<file path="src/rtl/vm2002_pkg.sv">
// Shared vending-machine types: coin encoding, coin values and the change
// dispenser state encoding.
package vm2002_pkg;

    typedef enum logic [1:0] {
        NICKEL      = 2'd0,
        DIME        = 2'd1,
        QUARTER     = 2'd2,
        ILLEGALCOIN = 2'd3
    } coin_t;

    localparam logic [7:0] COIN_VAL_NICKEL  = 8'd5;
    localparam logic [7:0] COIN_VAL_DIME    = 8'd10;
    localparam logic [7:0] COIN_VAL_QUARTER = 8'd25;

    typedef enum logic [1:0] {
        IDLE     = 2'd0,
        SELECT   = 2'd1,
        DISPENSE = 2'd2,
        DONE     = 2'd3
    } chg_state_t;

    function automatic logic [7:0] coin_value(input coin_t c);
        logic [7:0] v;
        case (c)
            NICKEL:  v = COIN_VAL_NICKEL;
            DIME:    v = COIN_VAL_DIME;
            QUARTER: v = COIN_VAL_QUARTER;
            default: v = 8'd0;
        endcase
        return v;
    endfunction

endpackage

</file>
<file path="src/rtl/vm2002_coin_inventory.sv">
// Per-denomination coin counts: refilled by accepted coins, decremented by
// dispensed coins, saturating at both ends.
module vm2002_coin_inventory
    import vm2002_pkg::*;
#(
    parameter int INV_W  = 8,
    parameter int INIT_Q = 20,
    parameter int INIT_D = 20,
    parameter int INIT_N = 20
) (
    input  logic             i_clock,
    input  logic             i_reset,
    input  logic             i_refill_valid,
    input  logic [1:0]       i_refill_coin,
    input  logic             i_dec_valid,
    input  logic [1:0]       i_dec_coin,
    output logic [INV_W-1:0] o_inv_q,
    output logic [INV_W-1:0] o_inv_d,
    output logic [INV_W-1:0] o_inv_n
);

    logic [INV_W-1:0] r_inv_q;
    logic [INV_W-1:0] r_inv_d;
    logic [INV_W-1:0] r_inv_n;

    logic w_inc_q;
    logic w_inc_d;
    logic w_inc_n;
    logic w_dec_q;
    logic w_dec_d;
    logic w_dec_n;

    // A refill and a dispense of the same coin cancel out, even at saturation.
    function automatic logic [INV_W-1:0] next_count(
        input logic [INV_W-1:0] cnt,
        input logic             inc,
        input logic             dec
    );
        logic [INV_W-1:0] n;
        n = cnt;
        if (inc && !dec) begin
            if (cnt != '1) n = cnt + 1'b1;
        end else if (dec && !inc) begin
            if (cnt != '0) n = cnt - 1'b1;
        end
        return n;
    endfunction

    assign w_inc_q = i_refill_valid && (i_refill_coin == QUARTER);
    assign w_inc_d = i_refill_valid && (i_refill_coin == DIME);
    assign w_inc_n = i_refill_valid && (i_refill_coin == NICKEL);
    assign w_dec_q = i_dec_valid && (i_dec_coin == QUARTER);
    assign w_dec_d = i_dec_valid && (i_dec_coin == DIME);
    assign w_dec_n = i_dec_valid && (i_dec_coin == NICKEL);

    always_ff @(posedge i_clock or posedge i_reset) begin
        if (i_reset) begin
            r_inv_q <= INV_W'(INIT_Q);
            r_inv_d <= INV_W'(INIT_D);
            r_inv_n <= INV_W'(INIT_N);
        end else begin
            r_inv_q <= next_count(r_inv_q, w_inc_q, w_dec_q);
            r_inv_d <= next_count(r_inv_d, w_inc_d, w_dec_d);
            r_inv_n <= next_count(r_inv_n, w_inc_n, w_dec_n);
        end
    end

    assign o_inv_q = r_inv_q;
    assign o_inv_d = r_inv_d;
    assign o_inv_n = r_inv_n;

endmodule

</file>
<file path="src/rtl/vm2002_change_dispenser.sv">
// Change dispenser: pays a captured amount greedily (Q, D, N) one coin at a
// time over a valid/ready chute, then reports completion and any shortfall.
module vm2002_change_dispenser
    import vm2002_pkg::*;
#(
    parameter int INV_W  = 8,
    parameter int INIT_Q = 20,
    parameter int INIT_D = 20,
    parameter int INIT_N = 20
) (
    input  logic             i_clock,
    input  logic             i_reset,
    input  logic             i_req_valid,
    output logic             o_req_ready,
    input  logic [7:0]       i_req_amount,
    output logic             o_coin_valid,
    input  logic             i_coin_ready,
    output logic [1:0]       o_coin_out,
    output logic             o_done,
    output logic             o_short,
    output logic [7:0]       o_remaining,
    input  logic             i_refill_valid,
    input  logic [1:0]       i_refill_coin,
    output logic [INV_W-1:0] o_inv_q,
    output logic [INV_W-1:0] o_inv_d,
    output logic [INV_W-1:0] o_inv_n,
    output logic [1:0]       o_state
);

    // Handshakes: a transfer happens in a cycle where valid and ready are both
    // high; coin_out is held stable from coin_valid rising until that cycle.

    chg_state_t r_state;
    chg_state_t w_state_nxt;
    logic [7:0] r_rem;
    logic [7:0] w_rem_nxt;
    coin_t      r_coin;
    coin_t      w_coin_nxt;
    logic       r_done;
    logic       r_short;
    logic [7:0] r_remaining;

    logic             w_sel_found;
    coin_t            w_sel_coin;
    logic             w_dec_valid;
    logic [INV_W-1:0] w_inv_q;
    logic [INV_W-1:0] w_inv_d;
    logic [INV_W-1:0] w_inv_n;

    vm2002_coin_inventory #(
        .INV_W  (INV_W),
        .INIT_Q (INIT_Q),
        .INIT_D (INIT_D),
        .INIT_N (INIT_N)
    ) u_inventory (
        .i_clock        (i_clock),
        .i_reset        (i_reset),
        .i_refill_valid (i_refill_valid),
        .i_refill_coin  (i_refill_coin),
        .i_dec_valid    (w_dec_valid),
        .i_dec_coin     (r_coin),
        .o_inv_q        (w_inv_q),
        .o_inv_d        (w_inv_d),
        .o_inv_n        (w_inv_n)
    );

    // Greedy pick: the largest coin that fits in rem and is in stock.
    always_comb begin
        w_sel_found = 1'b1;
        w_sel_coin  = NICKEL;
        if (r_rem >= COIN_VAL_QUARTER && w_inv_q != '0) begin
            w_sel_coin = QUARTER;
        end else if (r_rem >= COIN_VAL_DIME && w_inv_d != '0) begin
            w_sel_coin = DIME;
        end else if (r_rem >= COIN_VAL_NICKEL && w_inv_n != '0) begin
            w_sel_coin = NICKEL;
        end else begin
            w_sel_found = 1'b0;
        end
    end

    always_comb begin
        w_state_nxt = r_state;
        w_rem_nxt   = r_rem;
        w_coin_nxt  = r_coin;
        w_dec_valid = 1'b0;
        case (r_state)
            IDLE: begin
                if (i_req_valid) begin
                    w_rem_nxt   = i_req_amount;
                    w_state_nxt = SELECT;
                end
            end
            SELECT: begin
                if (w_sel_found) begin
                    w_coin_nxt  = w_sel_coin;
                    w_state_nxt = DISPENSE;
                end else begin
                    w_state_nxt = DONE;
                end
            end
            DISPENSE: begin
                if (i_coin_ready) begin
                    w_rem_nxt   = r_rem - coin_value(r_coin);
                    w_dec_valid = 1'b1;
                    w_state_nxt = SELECT;
                end
            end
            DONE: begin
                w_state_nxt = IDLE;
            end
            default: begin
                w_state_nxt = IDLE;
            end
        endcase
    end

    always_ff @(posedge i_clock or posedge i_reset) begin
        if (i_reset) begin
            r_state     <= IDLE;
            r_rem       <= 8'd0;
            r_coin      <= NICKEL;
            r_done      <= 1'b0;
            r_short     <= 1'b0;
            r_remaining <= 8'd0;
        end else begin
            r_state     <= w_state_nxt;
            r_rem       <= w_rem_nxt;
            r_coin      <= w_coin_nxt;
            // Completion outputs are loaded on entry to DONE, so they live one cycle.
            r_done      <= (w_state_nxt == DONE);
            r_short     <= (w_state_nxt == DONE) && (r_rem != 8'd0);
            r_remaining <= (w_state_nxt == DONE) ? r_rem : 8'd0;
        end
    end

    assign o_req_ready  = (r_state == IDLE);
    assign o_coin_valid = (r_state == DISPENSE);
    assign o_coin_out   = r_coin;
    assign o_done       = r_done;
    assign o_short      = r_short;
    assign o_remaining  = r_remaining;
    assign o_inv_q      = w_inv_q;
    assign o_inv_d      = w_inv_d;
    assign o_inv_n      = w_inv_n;
    assign o_state      = r_state;

endmodule

</file>
<file path="config.mk">
export PLATFORM = sky130hd
export DESIGN_NAME = vm2002_change_dispenser
export DESIGN_NICKNAME = d
export VERILOG_FILES = /design/src/rtl/vm2002_pkg.sv /design/src/rtl/vm2002_coin_inventory.sv /design/src/rtl/vm2002_change_dispenser.sv
export SDC_FILE = /design/constraint.sdc
export NUM_CORES = 1
export LEC_CHECK = 0
export ABC_AREA = 1
export CAP_MARGIN = 20
export CORE_ASPECT_RATIO = 1.75
export CORE_UTILIZATION = 35
export CTS_CLUSTER_SIZE = 20
export DETAILED_ROUTE_END_ITERATION = 10
export SETUP_SLACK_MARGIN = 0.5
export SLEW_MARGIN = 30
export SYNTH_ARGS = -nofsm -noshare
export SYNTH_HDL_FRONTEND = slang
export SYNTH_SLANG_ARGS = --single-unit
export TNS_END_PERCENT = 50
</file>
<file path="constraint.sdc">
create_clock -name i_clock -period 2.8 [get_ports i_clock]
set_clock_uncertainty 0.15 [all_clocks]
set_input_delay 0.56 -clock i_clock [delete_from_list [all_inputs] [get_ports i_clock]]
set_output_delay 0.56 -clock i_clock [all_outputs]
set_load 0.03 [all_outputs]
</file>
**Word level (Yosys, flattened, before mapping)**

Index checks and enable logic that the tools add are counted.

- Equality and inequality tests: 16
- Magnitude comparators: 3
- Reduce and logical (&&, ||, !) cells: 41
- Add/sub/neg operators: 7
- Multiplexer cells: 30

Operators by type and width:

| cell | number |
|---|---|
| two-way mux 8 bit | 17 |
| nonzero test 8 bit | 4 |
| adder 8 x 1 -> 8 bit, second input constant | 3 |
| inequality test 8 bit, second input constant | 3 |
| subtractor 8 x 1 -> 8 bit, second input constant | 3 |
| logical AND 1 bit | 16 |
| case mux 8 bit (2 select lines) | 1 |
| case mux 5 bit (3 select lines) | 1 |
| nonzero test 2 bit | 7 |
| AND reduction 3 bit | 4 |
| equality test 2 bit, second input constant | 5 |
| greater-or-equal comparator 8 x 3 -> 1 bit, second input constant | 1 |
| greater-or-equal comparator 8 x 4 -> 1 bit, second input constant | 1 |
| greater-or-equal comparator 8 x 5 -> 1 bit, second input constant | 1 |
| inequality test 2 bit, second input constant | 4 |
| case mux 2 bit (4 select lines) | 1 |
| subtractor 8 bit | 1 |
| two-way mux 1 bit | 7 |
| equality test 2 x 1 -> 1 bit, second input constant | 3 |
| logical NOT 1 bit | 6 |
| logical NOT 2 bit | 3 |
| two-way mux 2 bit | 3 |
| inequality test 2 x 1 -> 1 bit, second input constant | 1 |
| AND reduction 2 bit | 1 |

- Register bits after elaboration: 46
- Word-level logic and storage cells: 106
- Output and inout port bits: 40
- Bits of input ports: 15

**Logic depth before layout (Yosys ltp)**

Gate-level depths: netlist of the first run.

- Depth after elaboration: 9
- Gate-level depth with buffers: 13
- Mapped depth without buffers: 13

**Modules after synthesis**

From an unflattened synthesis of the first run, not the netlist that was laid out.

- Cell total of the unflattened synthesis: 522
- Area, all modules: 3,617.2 µm²

By module, submodules not included:

| module | area each (µm²) | sequential area each (µm²) | cells each | times used |
|---|---|---|---|---|
| vm2002_coin_inventory | 2,174.6 | 608.1 | 323 | 1 |
| vm2002_change_dispenser | 1,442.6 | 550.5 | 199 | 1 |

**Worst setup path before layout of the first run**

No wires, ideal clock.

- Path type: register -> register
- Start point: register r_coin[0], in the netlist o_coin_out[0]
- End point: register u_inventory.r_inv_q[6], in the netlist u_inventory.o_inv_q[6]
- Path slack: 0.328 ns
- Arrival time: 2.205 ns
- Data required time: 2.533 ns
- Cell stages (with the launch flop): 12
- Setup time: 0.117 ns
- Buffers on the path: 0
- Period minus slack after synthesis: 2.472 ns
- Cells stage by stage: dfrtp_1 inv_1 ha_1 nand4_1 nand2_1 ha_1 a21oi_1 or2_2 nand3_1 nand2_1 nand3_1 nand2_1

- Longest elaborated chain between the ends: 6
- Elaborated cells on any way between the ends: 10
- Classes of those cells: eq/ne: 2; mux: 1; reduce/logical: 7

Ends and longest elaborated chain:

| item | RTL line | source |
|---|---|---|
| start, declared | vm2002_change_dispenser.sv:37 | `coin_t r_coin;` |
| start signal, assigned | vm2002_change_dispenser.sv:129 | `r_coin <= w_coin_nxt;` |
| equality test 2 bit * | vm2002_coin_inventory.sv:52 | `assign w_dec_q = i_dec_valid && (i_dec_coin == QUARTER);` |
| logical AND 1 bit * | vm2002_coin_inventory.sv:52 |  |
| logical NOT 1 bit | vm2002_coin_inventory.sv:41 | `if (inc && !dec) begin` |
| logical AND 1 bit | vm2002_coin_inventory.sv:41 |  |
| inequality test 2 bit (no line) / nonzero test 2 bit (equally long branches) | -- |  |
| AND reduction 3 bit (no line) | -- |  |
| end signal, assigned | vm2002_coin_inventory.sv:58 | `r_inv_q <= INV_W'(INIT_Q);` |
| end signal, assigned | vm2002_coin_inventory.sv:62 | `r_inv_q <= next_count(r_inv_q, w_inc_q, w_dec_q);` |
| end, declared | vm2002_coin_inventory.sv:22 | `logic [INV_W-1:0] r_inv_q;` |

Every way passes the cells marked *; elsewhere a longest branch is shown, timed or not.
A chain may end at the register's enable or synchronous reset.

**Final worst setup path of the first run**

- Start point: register r_coin[0], in the netlist o_coin_out[0]
- End point: register u_inventory.r_inv_n[6], in the netlist u_inventory.o_inv_n[6]

- Longest elaborated chain between the ends: 6
- Elaborated cells on any way between the ends: 10
- Classes of those cells: eq/ne: 1; mux: 1; reduce/logical: 8

Ends and longest elaborated chain:

| item | RTL line | source |
|---|---|---|
| logical NOT 2 bit * | vm2002_coin_inventory.sv:54 | `assign w_dec_n = i_dec_valid && (i_dec_coin == NICKEL);` |
| logical AND 1 bit * | vm2002_coin_inventory.sv:54 |  |
| logical NOT 1 bit | vm2002_coin_inventory.sv:41 |  |
| logical AND 1 bit | vm2002_coin_inventory.sv:41 |  |
| inequality test 2 bit (no line) / nonzero test 2 bit (equally long branches) | -- |  |
| AND reduction 3 bit (no line) | -- |  |
| end signal, assigned | vm2002_coin_inventory.sv:60 | `r_inv_n <= INV_W'(INIT_N);` |
| end signal, assigned | vm2002_coin_inventory.sv:64 | `r_inv_n <= next_count(r_inv_n, w_inc_n, w_dec_n);` |
| end, declared | vm2002_coin_inventory.sv:24 | `logic [INV_W-1:0] r_inv_n;` |

Marked as above.

==> metrics.md, run 1 <==
| Metric | Value |
|---|---|
| Hold_ws | 382.6 ps |
| Status | finished clean |
| First-pass GRT wire length | 16.15 mm |
| CP max FO | 8 |
| Non-filler cells in the finished layout | slightly above 700 |
| Antenna diode count | 0 |
| Main combinational cell family by area after synthesis | simple AND/OR/NAND/NOR gates |
| First drt pass iteration count | 4 |
| Post-synthesis compound-gate area fraction | 6.542% |
| Pwr dens | between 1000 and 1500 nW/µm² |
| Worst reg2reg path depth | 10 |
| Wirelength per Cell | 14.05 µm |
| Worst setup EP type | register |
| Clock Latency Late Sink | 290 ps |
| Max Cap Viol | 0 |
| GRT Total Usage | 19.79% |
| CP bufs+invs | 1 |
| Num CTS Buffers | 5 |
| Remaining Overflow, GRT | 0 |
| DRT iter0 DRCs | 100 |
| Syn Inst Count | 502 |
| Vias in the first global route | around 3500 |
| Worst r2r dst | u_inventory.o_inv_n[6]$_DFFE_PP0P_ |
| Worst path arrival time | 2360 ps |
| Initial antenna violation count | 0 |
| Core Util, Final | 53.45% |
| Final Max Slew Viols | 0 |
| Rel. slew slack | 62.48% |
| CTS tree | yes |
| CP Cell Sequence | inv_4 -> ha_4 -> nand4_1 -> nand2_4 -> ha_4 -> a21oi_1 -> or2_2 -> nand4_1 -> nand3_1 -> nand2_1 |
| Fin nets | 648 |
| GPL Wtd Cong | 0.8743 |
| Core Rows | 47 |
| Setup violations, final | 0 |
| Die H | 133.9 µm |
| Hold Startpoint | u_inventory.o_inv_q[4]$_DFFE_PP1P_ |
| Routed vias/inst | 4.860 |
| DRC | 0 |
| EDFF count, synth | 0 |
| Hold WC Path Type | reg -> reg |
| Port Buf Inserts | 54 |
| Largest net degree at the start of global routing | 18 |
| Synthesized cell area | 3481 µm² |
| Unrepaired setup endpoints after global routing | yes |
| Core box area | 9585 µm² |
| Synth Area in XOR/XNOR | ~3.3% |
| Fmax achieved | 429.1 MHz |
| WL final | 10.16 mm |
| Placed insts | 696 |
| Crit Reg-Reg Startpoint | o_coin_out[0]$_DFFE_PP0P_ |
| IO Pins | 55 |
| Leakage | 2.511 nW |
| Pre-CTS setup slack | -84.47 ps |
| R2r setup slk | 470 ps |
| Distinct cells, synth | 24 |
| Post-Synth Adder-Cell Area | 12.72% |
| Top cell type's share of synthesized area | between 20 and 30% |
| Final period util | 83.23% |
| Root buffer cell | clkbuf_16 |
| Setup CP Type | reg -> reg |
| Crit-path max cell delay | 430 ps |
| Mux contribution to synthesized area | 0% |
| Placed Area | 4350 µm² |
| Die Wd | 77.39 µm |
| Total negative slack | 0 ps |
| CTS clk-pin slew, worst paths | 70 ps |
| Post-synth ARST share | 100.0% |
| Top cells by count, synth | nand2_1 (161), inv_1 (85), nor2_1 (42), dfrtp_1 (40), nand3_1 (40) |
| Routed via count | 3514 |
| Hpwl dp | ~7.2 mm |
| Crit path required time | 2830 ps |
| H-tree Lvls | 2 |
| Synth area leaders | dfrtp_1 (29%), nand2_1 (17%), ha_1 (10%) |
| Power Total | 6.509 mW |
| Simple-gate share of the synthesized area | about a third |
| Worst slew pin tran | 561.2 ps |
| Slack of the critical path | 469.7 ps |
| ANT nets after route | 0 |
| Die area | 10360 µm² |
| Fin crit period | 2330 ps |
| Hold path depth | 2 |
| Mapped Avg Cell Area | 6.934 µm² |
| Synth warnings | 0 |
| Worst vdd ir | 0.7551 mV |
| Final Hold Fails | 0 |
| Initial Utilization | 36.31% |
| Most frequent cell after synthesis | nand2_1 |
| Sequential area share after synthesis | 33.29% |
| Finished Cell Area | 5124 µm² |
| Crit path max-delay cell type | dfrtp_2 |
| Startpoint class of the critical path | register |
| Flops & latches, synth | between 40 and 50 |
| Area growth from synthesis to layout | 47.20% |
| Layout cells sized above 1 | 22.96% |
| Area leader, netlist | dfrtp_1 |
| Post-Syn Nets | 550 |
| Filler cells | 927 |
| Crit path max-delay family | simple AND/OR/NAND/NOR gates |
| Main synth FF type | dfrtp_1 |
| Hold Crit Endpoint | u_inventory.o_inv_q[4]$_DFFE_PP1P_ |
| Crit path depth | 10 |
| Clk sink count | 46 |
| CTS max path bufs | 2 |
-- worst max-delay path by stage --
stage / startpoint / end / slack (ps)
final: o_coin_out[0]$_DFFE_PP0P_ / u_inventory.o_inv_n[6]$_DFFE_PP0P_ / 470
after global routing: o_state[0]$_DFF_PP0_ / u_inventory.o_inv_n[6]$_DFFE_PP0P_ / 300
after CTS: o_state[1]$_DFF_PP0_ / o_coin_valid / 480
after detailed placement: i_refill_coin[1] / u_inventory.o_inv_q[5]$_DFFE_PP0P_ / -80
after global placement: i_refill_valid / u_inventory.o_inv_q[7]$_DFFE_PP0P_ / -90
after floorplan: o_coin_out[0]$_DFFE_PP0P_ / u_inventory.o_inv_q[6]$_DFFE_PP0P_ / 510
-- what timing repair did --
item	4_1_cts	5_1_grt
buffers inserted	11	8
hold buffers	0	0
gates resized for setup	38	59
setup endpoints to repair	21	20
pin swaps	10	35
-- cells in the final DEF (no fill, tap or decap), drive strengths merged --
cell type / netlist / routed
a21oi: 13 / 13
buf: 6 / 43
bufinv: 0 / 1
clkbuf: 0 / 5
clkdlybuf4s15: 0 / 1
clkdlybuf4s50: 0 / 48
clkinv: 0 / 2
dfrtp: 40 / 40
dfstp: 6 / 6
dlygate4sd2: 0 / 4
dlymetal6s2s: 0 / 1
fa: 4 / 4
ha: 29 / 29
inv: 86 / 86
nand2: 164 / 164
nand3: 40 / 40
nand3b: 3 / 3
nand4: 17 / 17
nor2: 43 / 43
nor2b: 1 / 1
nor3: 1 / 1
o211ai: 3 / 3
o21ai: 28 / 28
or2: 5 / 5
xor2: 13 / 13
-- worst min-delay path, cell delays in order, from the launching register on --
cell     delay [ps]
dfstp_2         390
inv_1            70
o21ai_1          70
-- layout make-up --
class,instances,area [µm²],area share (%)
multi-input cells,364,2417,47.18
repair buffers,97,895.9,17.48
clock buffers,5,125.1,2.442
well taps,122,152.6,2.979
flip-flops and latches,46,1162,22.69
inverters,86,330.3,6.447
clock inverters,3,40.04,0.7814
-- state kept, by name, summed over array words and instances (netlist names) --
name,count
u_inventory.o_inv_n,8
o_done,1
u_inventory.o_inv_q,8
u_inventory.o_inv_d,8
r_rem,8
o_remaining,8
o_coin_out,2
o_short,1
o_state,2
-- metal layers --
metal	GRT usage, %	vias to the layer above	wire, µm
li1	-	1778	-
met1	20.97	1629	3797
met2	38.00	79	5741
met3	2.313	28	262
met4	9.119	0	354
met5	0	-	0
-- kinds of logic (layout without fill, tap and decap cells) --
family	count (synthesis)	count (layout)
adders and majority gates	33	33
DFF	46	46
and+or+nand+nor	274	274
buffers and inverters	92	191
AOI/OAI and AO/OA	44	44
xor gates and xnor gates	13	13
-- power breakdown --
group	switching [mW]	internal (mW)
clock	0.276	0.419
combinational	2.47	1.93
sequential	0.446	0.961
(Power assumes the default switching activity.)
==> run 2: changes to the inputs <==
==> constraint.sdc (replaced) <==
create_clock -name i_clock -period 2.1 [get_ports i_clock]
set_clock_uncertainty 0.15 [all_clocks]
set_input_delay 0.42 -clock i_clock [delete_from_list [all_inputs] [get_ports i_clock]]
set_output_delay 0.42 -clock i_clock [all_outputs]
set_load 0.03 [all_outputs]
==> metrics.md, run 2 (synthesis gave the netlist of run 1 again) <==
| Metric | Value |
|---|---|
| Core box area | about 9600 µm² |
| Area of the multi-input gates | roughly 2700 µm² |
| CTS tree | yes |
| Met1 GRT Util | 20.07% |
| Antenna diode count | 0 |
| Worst r2r dst | u_inventory.o_inv_q[7]$_DFFE_PP0P_ |
| Wirelength per Cell | 13.51 µm |
| First-pass GRT wire length | 16.30 mm |
| CTS clk-pin slew, worst paths | 70 ps |
| Hold Startpoint | u_inventory.o_inv_n[2]$_DFFE_PP1P_ |
| Pwr dens | 1704 nW/µm² |
| Num CTS Buffers | 5 |
| Worst vdd ir | 1.106 mV |
| Rel. slew slack | 77.72% |
| Die Wd | about 77 µm |
| CP Cell Sequence | inv_4 -> ha_2 -> nand4_1 -> nand2_4 -> ha_4 -> nand2_4 -> nand2_4 -> a21oi_4 -> nand2_1 -> nand2_1 -> nand3_1 -> nand2_1 -> nand2_1 |
| Worst slew pin tran | 333.0 ps |
| Filler cells | 845 |
| CP max FO | 8 |
| Worst reg2reg path depth | 13 |
| Reg power frac | 19.2% |
| Hpwl dp | 7.507 mm |
| Unrepaired setup endpoints after global routing | yes |
| WL final | just over 10 mm |
| Routed via count | 3683 |
| Core Rows | 47 |
| CP bufs+invs | 1 |
| Vias in the first global route | between 3000 and 4000 |
| Area growth from synthesis to layout | 65.28% |
| Routed vias/inst | 4.852 |
| Layout cells sized above 1 | 43.49% |
| # hold bufs at CTS | 0 |
| R2r setup slk | -190 ps |
| Hold Crit Endpoint | u_inventory.o_inv_n[2]$_DFFE_PP1P_ |
| Failing checks | setup timing |
| Crit path max-delay cell type | dfrtp_2 |
| Crit path required time | between 2000 and 2500 ps |
| Crit-path max cell delay | ~440 ps |
| Crit path max-delay family | simple AND/OR/NAND/NOR gates |
| Register area | 1176 µm² |
| Root buffer cell | clkbuf_16 |
| Die H | 133.9 µm |
| GRT busiest layer | met2 |
| Clock Latency Late Sink | slightly below 300 ps |
| Slack of the critical path | -187.2 ps |
| DRT iter0 DRCs | 157 |
| Setup violations, final | 16 |
| Sw Pwr | 4.794 mW |
| Fin nets | 684 |
| Grt met3 use | 2.585% |
| GPL Wtd Cong | 0.8850 |
| Max Cap Viol | 0 |
| Commonest non-fill, non-tap cells in the layout | nand2_1 (125), inv_1 (65), buf_4 (53) |
| Largest net degree at the start of global routing | 47 |
| Clk network pwr share | 8.4% |
| Die area | approximately 10000 µm² |
| Power Total | 9.801 mW |
| Crit Reg-Reg Startpoint | o_coin_out[0]$_DFFE_PP0P_ |
| Remaining Overflow, GRT | 0 |
| Fmax achieved | 437.2 MHz |
| Non-filler cells in the finished layout | 759 |
| Final period util | 108.9% |
| Initial antenna violation count | 0 |
| First drt pass iteration count | 4 |
| Switching share of power | 48.91% |
| ANT nets after route | 0 |
| IO Pins | 55 |
| Final Max Slew Viols | 0 |
| H-tree Lvls | 2 |
| Core Util, Final | between 60% and 70% |
| Clk sink count | between 40 and 50 |
| Met2 GRT Util | 39.77% |
| Combinational cell fraction of total power | 72.4% |
| Setup CP Type | reg -> reg |
| Final Hold Fails | 0 |
| Worst path arrival time | between 2000 and 2500 ps |
| CTS max path bufs | 2 |
| Int Power | between 5 and 6 mW |
| Status | finished, violations left |
| Fin crit period | 2287 ps |
| Hold WC Path Type | reg -> reg |
| Worst setup EP type | register |
| Leading cell type in the layout, fill and taps excluded | nand2_1 |
| Initial Utilization | 36.31% |
| DRC | 0 |
| CP most frequent cell | nand2_1 |
| Port Buf Inserts | 54 |
| Leakage | ~2.8 nW |
| Hold path depth | 2 |
| Total negative slack | -1498 ps |
| Startpoint class of the critical path | register |
| GRT Total Usage | approximately a fifth |
| Placed insts | 716 |
[run 2: cell types whose count changed in the layout (fill, tap and decap cells not counted), moves of 9 or more]
cell	before	now
nand2_2	16	28
dfrtp_2	3	14
inv_2	3	18
dfrtp_1	37	26
clkdlybuf4s50_1	48	10
buf_6	6	34
nor2_1	39	30
inv_1	80	65
buf_4	36	53
nand2_1	144	125
o21ai_0	19	10
[run 2: power groups by stage]
| stage | Combinational, mW | Sequential (mW) | Clock, mW |
|---|---|---|---|
| after detailed placement | 5.64 | 1.88 | 0 |
| final | 7.09 | 1.88 | 0.825 |
| after global routing | 7.81 | 1.94 | 0.879 |
| after CTS | 6.24 | 1.88 | 0.845 |
| after floorplan | 3.38 | 2.29 | 0 |
| after global placement | 5.52 | 1.87 | 0 |
[run 2: how the worst max path moves through the flow]
| stage | startpoint | to | slack, ps | cells past startpoint |
|---|---|---|---|---|
| 6_report | o_coin_out[0]$_DFFE_PP0P_ | u_inventory.o_inv_q[7]$_DFFE_PP0P_ | -190 | 13 |
| 3_3_place_gp | i_coin_ready | u_inventory.o_inv_n[4]$_DFFE_PP1P_ | -580 | 11 |
| 3_5_place_dp | i_refill_valid | u_inventory.o_inv_n[7]$_DFFE_PP0P_ | -590 | 13 |
| 5_1_grt | o_coin_out[0]$_DFFE_PP0P_ | u_inventory.o_inv_q[7]$_DFFE_PP0P_ | -290 | 13 |
| 4_1_cts | o_coin_out[0]$_DFFE_PP0P_ | u_inventory.o_inv_n[6]$_DFFE_PP0P_ | -120 | 12 |
| 2_1_floorplan | o_coin_out[0]$_DFFE_PP0P_ | u_inventory.o_inv_q[6]$_DFFE_PP0P_ | -100 | 11 |
[run 2: timing repair]
action / CTS / global route
buffers inserted: 11 / 22
resized for setup: 237 / 98
gates cloned: 0 / 2
endpoints found under the setup margin: 85 / 71
pin swaps: 54 / 46
[run 2: stage by stage]
step,hold WS (ps),area [µm²],setup WS [ps]
final,376.8,5753,-187.2
after global routing,407.4,5753,-294.1
after CTS,384.7,5275,-125.0
after detailed placement,367.9,4825,-585.6
after global placement,366.9,4825,-582.8
after floorplan,284.6,3827,-97.12
[run 2: layout make-up]
cell class / count / share of cell area [%]
multi-input cells: 364 / 47.30
repair buffers: 133 / 21.23
flip-flops and latches: 46 / 20.44
inverters: 86 / 5.763
well taps: 122 / 2.653
clock buffers: 5 / 2.175
clock inverters: 3 / 0.4350
[run 2: worst min-delay path, delay by kind of cell, from the launching register on]
family | cells | cell delay, ps
compound gates | 1 | 50
flops | 1 | 410
buf+inv | 1 | 70
[run 2: metal layers]
layer / vias up / share of wire [%]
met4: 0 / 2.5
met2: 78 / 58
met3: 21 / 2.7
li1: 1840 / -
met1: 1744 / 36
met5: - / 0
==> run 3: changes to the inputs <==
--- a/config.mk
+++ b/config.mk
@@ -11,8 +11,8 @@
 export CORE_UTILIZATION = 35
 export CTS_CLUSTER_SIZE = 20
 export DETAILED_ROUTE_END_ITERATION = 10
+export GPL_TIMING_DRIVEN = 0
 export SETUP_SLACK_MARGIN = 0.5
-export SLEW_MARGIN = 30
 export SYNTH_ARGS = -nofsm -noshare
 export SYNTH_HDL_FRONTEND = slang
 export SYNTH_SLANG_ARGS = --single-unit
==> metrics.md, run 3 (synthesis gave the netlist of run 1 again) <==
| Metric | Value |
|---|---|
| Clock Latency Late Sink | roughly 300 ps |
| Grt met3 use | 2.313% |
| Met2 GRT Util | 40.22% |
| Num CTS Buffers | 5 |
| Hold WC Path Type | in -> async |
| Leading cell type in the layout, fill and taps excluded | nand2_1 |
| DRT iter0 DRCs | ~180 |
| R2r setup slk | -190 ps |
| Slack of the critical path | -192.6 ps |
| DRC | 0 |
| Max Cap Viol | 0 |
| Initial antenna violation count | 0 |
| ANT nets after route | 0 |
| Area of the multi-input gates | 2629 µm² |
| Die H | 133.9 µm |
| Rel. slew slack | 78.19% |
| CTS max path bufs | 2 |
| Root buffer cell | clkbuf_16 |
| H-tree Lvls | 2 |
| # hold bufs at CTS | 0 |
| Filler cells | 885 |
| Final Hold Fails | 0 |
| First-pass GRT wire length | 16.39 mm |
| GPL Wtd Cong | 0.8885 |
| Wirelength per Cell | approximately 14 µm |
| Fin crit period | 2293 ps |
| CTS tree | yes |
| WL final | around 10 mm |
| Die Wd | 77.39 µm |
| Worst vdd ir | around 1.1 mV |
| Failing checks | setup timing |
| GRT busiest layer | met2 |
| Register area | 1171 µm² |
| Hpwl dp | 7.368 mm |
| Port Buf Inserts | between 50 and 60 |
| Crit Reg-Reg Startpoint | o_coin_out[0]$_DFFE_PP0P_ |
| Leakage | 2.582 nW |
| CP max FO | 7 |
| Crit path required time | 2140 ps |
| Worst slew pin tran | 326.0 ps |
| Pwr dens | ~1800 nW/µm² |
| Worst r2r dst | u_inventory.o_inv_q[7]$_DFFE_PP0P_ |
| Remaining Overflow, GRT | 0 |
| Layout cells sized above 1 | 39.17% |
| Setup CP Type | reg -> reg |
| GRT Total Usage | 20.19% |
| Antenna diode count | 0 |
| Core Rows | 47 |
| Fmax achieved | 436.2 MHz |
| Largest net degree at the start of global routing | 47 |
| Clk sink count | 46 |
| Routed via count | 3544 |
| IO Pins | 55 |
| CTS clk-pin slew, worst paths | roughly 70 ps |
| Routed vias/inst | ~4.9 |
| Area growth from synthesis to layout | 53.88% |
| Final Max Slew Viols | 0 |
| Core box area | approximately 9600 µm² |
| Startpoint class of the critical path | register |
| Pre-CTS setup slack | -663.4 ps |
| Hold_ws | about 250 ps |
| Commonest non-fill, non-tap cells in the layout | nand2_1 (121), inv_1 (67), nand2_2 (35) |
| First drt pass iteration count | 4 |
| Status | finished, violations left |
| Setup violations, final | 16 |
| Vias in the first global route | 3614 |
| Total negative slack | -1544 ps |
| Worst setup EP type | register |
| Fin nets | 652 |
| Die area | 10360 µm² |
| Unrepaired setup endpoints after global routing | yes |
| Met1 GRT Util | just under 20% |
| Worst reg2reg path depth | 14 |
| Worst path arrival time | about 2300 ps |
| Initial Utilization | 36.31% |
| Final period util | 109.2% |
-- run 3: cell types whose count changed in the layout (fill, tap and decap cells not counted), moves of 4 or more --
cell           before  now
nand3_1            23   27
buf_4              53   31
dfrtp_1            26   30
nand2_1           125  121
nand2_2            28   35
dfrtp_2            14   10
dlygate4sd2_1      12    6
buf_6              34   24
-- run 3: worst max-delay path: stages (launching register included) --
cell	delay, ps
dfrtp_2	450
inv_4	90
ha_2	160
nand4_1	190
nand2_4	270
buf_12	140
ha_4	190
nand3_2	70
nand3_2	90
nand2_2	90
nand2_1	50
nand2_1	80
nand3_1	60
nand2_1	60
nand2_1	50
-- run 3: worst max-delay path by stage --
stage / from / endpoint / slack [ps] / cells past startpoint
after CTS: o_coin_out[0]$_DFFE_PP0P_ / u_inventory.o_inv_n[7]$_DFFE_PP0P_ / -150 / 14
final: o_coin_out[0]$_DFFE_PP0P_ / u_inventory.o_inv_q[7]$_DFFE_PP0P_ / -190 / 14
after floorplan: o_coin_out[0]$_DFFE_PP0P_ / u_inventory.o_inv_q[6]$_DFFE_PP0P_ / -100 / 11
after global routing: o_coin_out[1]$_DFFE_PP0P_ / u_inventory.o_inv_d[7]$_DFFE_PP0P_ / -340 / 13
after detailed placement: i_coin_ready / u_inventory.o_inv_n[4]$_DFFE_PP1P_ / -660 / 11
after global placement: i_coin_ready / u_inventory.o_inv_n[4]$_DFFE_PP1P_ / -640 / 11
-- run 3: where the power goes --
part | leakage (nW) | internal (mW) | total, mW | switching [mW]
registers | 0.560 | 1.30 | 1.93 | 0.638
clock network | 0.0664 | 0.446 | 0.826 | 0.380
logic | 1.96 | 2.99 | 6.72 | 3.73
-- run 3: repair_timing --
item,CTS,global route
setup buffers,19,20
gates cloned,0,1
endpoints found under the setup margin,83,73
pin swaps,40,51
gates resized for setup,225,90
-- run 3: area by class of cell --
type / count / share of cell area (%)
repair buffers: 95 / 15.93
plain buffers: 6 / 1.261
multi-input cells: 364 / 49.08
well taps: 122 / 2.850
inverters: 86 / 6.237
flip-flops and latches: 46 / 21.86
clock buffers: 5 / 2.336
clock inverters: 3 / 0.4438
-- run 3: routing by layer --
metal | vias up | share of wire [%] | wire, µm
met1 | 1659 | 35 | 3622
met3 | 27 | 2.3 | 234
met5 | - | 0 | 0
met2 | 76 | 58 | 5956
met4 | 0 | 4.0 | 405
li1 | 1782 | - | -
-- run 3: per-stage QoR --
step                cells  power [mW]  util [%]  area, µm²
floorplan             502       5.672         -       3827
global placement      678       7.113     47.16       4521
detailed placement    678       7.226     47.16       4521
CTS                   705       8.520     51.74       4960
global route          727       10.27     55.88       5356
finish                727       9.478     55.88       5356
